==> src/rtl/execute_cycle.sv <==
// Execute stage: operand forwarding, ALU, beq resolution and the E->M register.
// Optional macro EXECUTE_FORWARDING_EN enables the ForwardAE/ForwardBE muxes.
module execute_cycle (
    input  logic        clk,
    input  logic        rst,
    input  logic        RegWriteE,
    input  logic        ALUSrcE,
    input  logic        MemWriteE,
    input  logic        ResultSrcE,
    input  logic        BranchE,
    input  logic [2:0]  ALUControlE,
    input  logic [31:0] RD1_E,
    input  logic [31:0] RD2_E,
    input  logic [31:0] Imm_Ext_E,
    input  logic [4:0]  RD_E,
    input  logic [31:0] PCE,
    input  logic [31:0] PCPlus4E,
    input  logic [31:0] ResultW,
    input  logic [1:0]  ForwardAE,
    input  logic [1:0]  ForwardBE,
    input  logic        KillE,
    output logic        PCSrcE,
    output logic [31:0] PCTargetE,
    output logic        RegWriteM,
    output logic        MemWriteM,
    output logic        ResultSrcM,
    output logic [4:0]  RD_M,
    output logic [31:0] PCPlus4M,
    output logic [31:0] WriteDataM,
    output logic [31:0] ALU_ResultM
);

    logic        regwrite_q, regwrite_d;
    logic        memwrite_q, memwrite_d;
    logic        resultsrc_q, resultsrc_d;
    logic [4:0]  rd_q;
    logic [31:0] pcplus4_q;
    logic [31:0] wdata_q;
    logic [31:0] alu_q;

    logic [31:0] src_a;
    logic [31:0] rs2_val;
    logic [31:0] src_b;
    logic [31:0] alu_res;
    logic        zero;

`ifdef EXECUTE_FORWARDING_EN
    // Code 10 reads our own M register for back-to-back ALU dependencies.
    always_comb begin
        src_a = RD1_E;
        case (ForwardAE)
            2'b01:   src_a = ResultW;
            2'b10:   src_a = alu_q;
            default: src_a = RD1_E;
        endcase
    end

    always_comb begin
        rs2_val = RD2_E;
        case (ForwardBE)
            2'b01:   rs2_val = ResultW;
            2'b10:   rs2_val = alu_q;
            default: rs2_val = RD2_E;
        endcase
    end
`else
    logic unused_fwd;
    assign unused_fwd = ^{ForwardAE, ForwardBE, ResultW};
    assign src_a      = RD1_E;
    assign rs2_val    = RD2_E;
`endif

    assign src_b = ALUSrcE ? Imm_Ext_E : rs2_val;

    always_comb begin
        alu_res = 32'd0;
        case (ALUControlE)
            3'b000: alu_res = src_a + src_b;
            3'b001: alu_res = src_a - src_b;
            3'b010: alu_res = src_a & src_b;
            3'b011: alu_res = src_a | src_b;
            3'b101: alu_res = {31'd0, $signed(src_a) < $signed(src_b)};
            default: alu_res = 32'd0;
        endcase
    end

    assign zero      = (alu_res == 32'd0);
    assign PCSrcE    = BranchE & zero & ~KillE & ~rst;
    assign PCTargetE = PCE + Imm_Ext_E;

    // A killed instruction keeps its data but loses every side effect.
    assign regwrite_d  = RegWriteE & ~KillE;
    assign memwrite_d  = MemWriteE & ~KillE;
    assign resultsrc_d = ResultSrcE & ~KillE;

    always_ff @(posedge clk) begin
        if (rst) begin
            regwrite_q  <= 1'b0;
            memwrite_q  <= 1'b0;
            resultsrc_q <= 1'b0;
            rd_q        <= 5'd0;
            pcplus4_q   <= 32'd0;
            wdata_q     <= 32'd0;
            alu_q       <= 32'd0;
        end else begin
            regwrite_q  <= regwrite_d;
            memwrite_q  <= memwrite_d;
            resultsrc_q <= resultsrc_d;
            rd_q        <= RD_E;
            pcplus4_q   <= PCPlus4E;
            wdata_q     <= rs2_val;
            alu_q       <= alu_res;
        end
    end

    assign RegWriteM   = regwrite_q;
    assign MemWriteM   = memwrite_q;
    assign ResultSrcM  = resultsrc_q;
    assign RD_M        = rd_q;
    assign PCPlus4M    = pcplus4_q;
    assign WriteDataM  = wdata_q;
    assign ALU_ResultM = alu_q;

endmodule

==> config.mk <==
export PLATFORM = sky130hd
export DESIGN_NAME = execute_cycle
export DESIGN_NICKNAME = d
export VERILOG_FILES = /design/src/rtl/execute_cycle.sv
export SDC_FILE = /design/constraint.sdc
export NUM_CORES = 1
export LEC_CHECK = 0
export ABC_CLOCK_PERIOD_IN_PS = 9600
export CORE_AREA = 4 4 186 188
export CTS_CLUSTER_SIZE = 8
export DETAILED_ROUTE_END_ITERATION = 6
export DIE_AREA = 0 0 190 192
export SLEW_MARGIN = 30
export SYNTH_ARGS = -nofsm -noshare
export SYNTH_HDL_FRONTEND = slang
export SYNTH_SLANG_ARGS = --single-unit
==> constraint.sdc <==
create_clock -name clk -period 9.6 [get_ports clk]
set_input_delay 1.44 -clock clk [delete_from_list [all_inputs] [get_ports clk]]
set_output_delay 1.44 -clock clk [all_outputs]
set_load 0.005 [all_outputs]
==> impl_metrics.csv <==
group,metric,value,unit
global_routing,grt_util_met1,25.0,%
clocking,clk_path_buf_depth,2,
setup_path,cpPeakStageDelay,0.55,ns
clocking,cts_made_buffers,9,
yosys,synth_cell_type_count,86,
timing,timing.final.crit_share,84.7,%
yosys,synthDominantAreaCellType,"sky130_fd_sc_hd__dfxtp_1",
yosys,synth.net_count,1599,
yosys,seq_area_frac_synth,21.4,%
floorplan,fp.coreArea,0.0331,sq mm
yosys,synth_top_area_share,21.4,%
placement,place_hpwl,28100,microns
floorplan,dieArea,0.0365,sq mm
global_routing,busiest_layer,"met2",
yosys,ys_top_cells_by_count,"sky130_fd_sc_hd__ha_1, sky130_fd_sc_hd__nor2_1, sky130_fd_sc_hd__dfxtp_1",
clocking,htreeDepth,3,
drt,detail_route.iter0.violations,613,
global_routing,grt_overflow,0,
floorplan,floorplan.initialDensity,29.4,%
layout,utilization,40.9,%
yosys,syn_avg_cell_area,7.74,sq um
clocking,hold_buffers,0,
setup_path,cell_by_cell_trace_of_the_critical_path,"clkdlybuf4s50_1, mux2i_1, inv_1, ha_1, fa_1, a211oi_1, o21bai_1, o211ai_1, nand2_1, a211oi_1, mux2i_1, nand3_1, or4_1, nor4_2, nand4_1, nor2_1, clkdlybuf4s50_1",
power,powerDensity,117,mW/mm^2
power,ir_drop,0.0900,mV
power,fin_total_pwr,1590,uW
floorplan,std_cell_rows,67,
clocking,cts-root-buf,"sky130_fd_sc_hd__clkbuf_16",
yosys,postSynthCellCount,1257,
drt,avgRoutedWirePerCell,17.6,microns
yosys,synth_ff_type,"sky130_fd_sc_hd__dfxtp_1",
global_routing,grt_usage,18.5,%
timing,final.setup.tns,0,ns
setup_path,timing.critical_path.slowest_stage_cell,"sky130_fd_sc_hd__clkdlybuf4s50_1",
clocking,postCtsResizedCells,0,
timing,worst_slew_margin_rel,39.3,%
timing,timing_max_transition_violations_final,0,
clocking,post-cts-setup-buffer-count,0,
layout,antenna_cells,0,
clocking,cts.reportedPaths.clkPinSlew,0.09,ns
yosys,proportion_of_synthesized_flip_flops_having_asynchronous_set_or_reset,0,%
run_status,run_status,"complete, no violations",
timing,final_critical_path_setup_slack,1.47,ns
setup_path,timing.critical_path.to_type,"output port",
layout,finish.net_count,1867,
flow_run,cap_violations,0,
global_routing,gr_layer_usage_met3,4.18,%
global_routing,antenna_found_initial,0,
floorplan,dieHeight,192,microns
timing,rsz0062_at_grt,"false",
yosys,yosysWarnings,0,
drt,first_pass_iters,5,
setup_path,critical_path.startpoint_type,"primary input",
hold_path,timing.hold.worst.class,"primary input to flip-flop",
global_routing,grt_first_pass_wirelength,53700,microns
yosys,syn-cell-area,0.00973,sq mm
drt,route.detailed.drc,0,
drt,routed_via_density,5.09,
yosys,synthMostInstantiatedCell,"sky130_fd_sc_hd__ha_1",
yosys,netlist_top_cells_area,"sky130_fd_sc_hd__dfxtp_1, sky130_fd_sc_hd__ha_1, sky130_fd_sc_hd__nor2b_1",
setup_path,worst-endpoint-required,8.16,ns
power,power_leakage,0.00569,uW
timing,timing.final.setup_violations,0,
floorplan,die_w,190,microns
hold_path,hold-path-cell-count,2,
drt,detail_route.wirelength,34800,microns
setup_path,crit_path_max_fanout,4,
global_routing,grt_start_max_net_pins,89,
drt,drt.antenna.violating_nets,0,
yosys,synth-seq-cells,104,
floorplan,i_o_pin_cnt,349,
placement,post-place-ws,1.52,ns
placement,placement.io_buffers,312,
yosys,synth_edf_count,0,
setup_path,worstSetupPathType,"primary input to output port",
timing,tightestPinTransition,0.905,ns
timing,min_period,8.13,ns
placement,globalplace.congestion,0.909,
drt,route.vias.total,10100,
timing,achievable-frequency,123,MHz
layout,drive_gt1_share,3.79,%
clocking,tritoncts,"built",
global_routing,first_global_vias,9733,
timing,finalHoldViolCount,0,
global_routing,gr-usage-met2,29.7,%
clocking,clock-sinks,104,
layout,area.growth.synth_to_final,39.2,%
layout,filler_cell_count,3399,
setup_path,critical_path_arrival,6.69,ns
==> registers in the layout (all words and copies together) (netlist names) <==
register,count
ALU_ResultM,32
WriteDataM,32
MemWriteM,1
RD_M,5
PCPlus4M,32
ResultSrcM,1
RegWriteM,1
==> power by group <==
part	total, uW	switching [uW]	internal (uW)
clock network	407	216	191
logic	718	374	344
registers	464	6.43	458
==> layer usage <==
metal  part of all wire [%]  wire length (microns)
met5                      0                      0
met4                    1.3                    456
met3                    7.9                   2760
met2                     45                  15500
met1                     46                  16000
==> cells by family after synthesis <==
kind of cell	Yosys count	share of synthesized area, %
AO/OA/AOI/OAI	334	23.3
adder cells (fa/ha/maj)	130	16.9
XOR/XNOR	43	3.87
flip-flops	104	21.4
multiplexers	41	4.34
buffers and inverters	171	6.72
AND/OR/NAND/NOR	434	23.4
==> worst paths after layout <==
check,start,to,slack (ns)
worst min-delay path,rst,ALU_ResultM[10],1.52
worst max-delay path,Imm_Ext_E[0],PCSrcE,1.47
==> critical path, delay by kind of cell <==
kind | cells | cell delay (ns)
AND/OR/NAND/NOR | 6 | 1.40
AO/OA/AOI/OAI | 4 | 1.36
buffers and inverters | 3 | 1.13
multiplexers | 2 | 0.65
adder cells (fa/ha/maj) | 2 | 0.69
==> cells in the final DEF (no fill, tap or decap), drive strengths merged, types with 9 or more instances in the layout <==
master         instances
nor2b                 86
o21a                  11
o21ai                 54
nand3                 30
a21o                  17
a31oi                 11
o22ai                  9
mux2i                 40
a21oi                 95
clkdlybuf4s50        309
nand2                 72
or3                   10
dfxtp                104
clkbuf                 9
o31ai                 10
inv                  110
o211ai                25
and3                  12
and2                  14
nand2b                13
nor2                 114
ha                   127
nor4                  12
o2111ai               10
o21bai                16
a211oi                22
nor3                  33
nand4                 13
buf                   13
xor2                  10
xnor2                 33
==> final cells by class <==
class | count | area (sq um) | share of cell area (%)
Timing Repair Buffer | 322 | 3190 | 23.5
Sequential cell | 104 | 2080 | 15.4
Clock buffer | 9 | 225 | 1.66
Inverter | 106 | 398 | 2.94
Tap cell | 448 | 561 | 4.14
Clock inverter | 7 | 96.3 | 0.711
Multi-Input combinational cell | 982 | 7000 | 51.7
==> stage by stage <==
step           hold slack [ns]  instances  instance area (sq um)
3_3_place_gp              1.92       1962                  13200
6_report                  1.52       1978                  13500
3_5_place_dp              1.92       1962                  13200
2_1_floorplan             1.56       1257                   9730
5_1_grt                   1.55       1978                  13500
4_1_cts                   1.50       1978                  13500
Power figures use the tool's default switching activity.
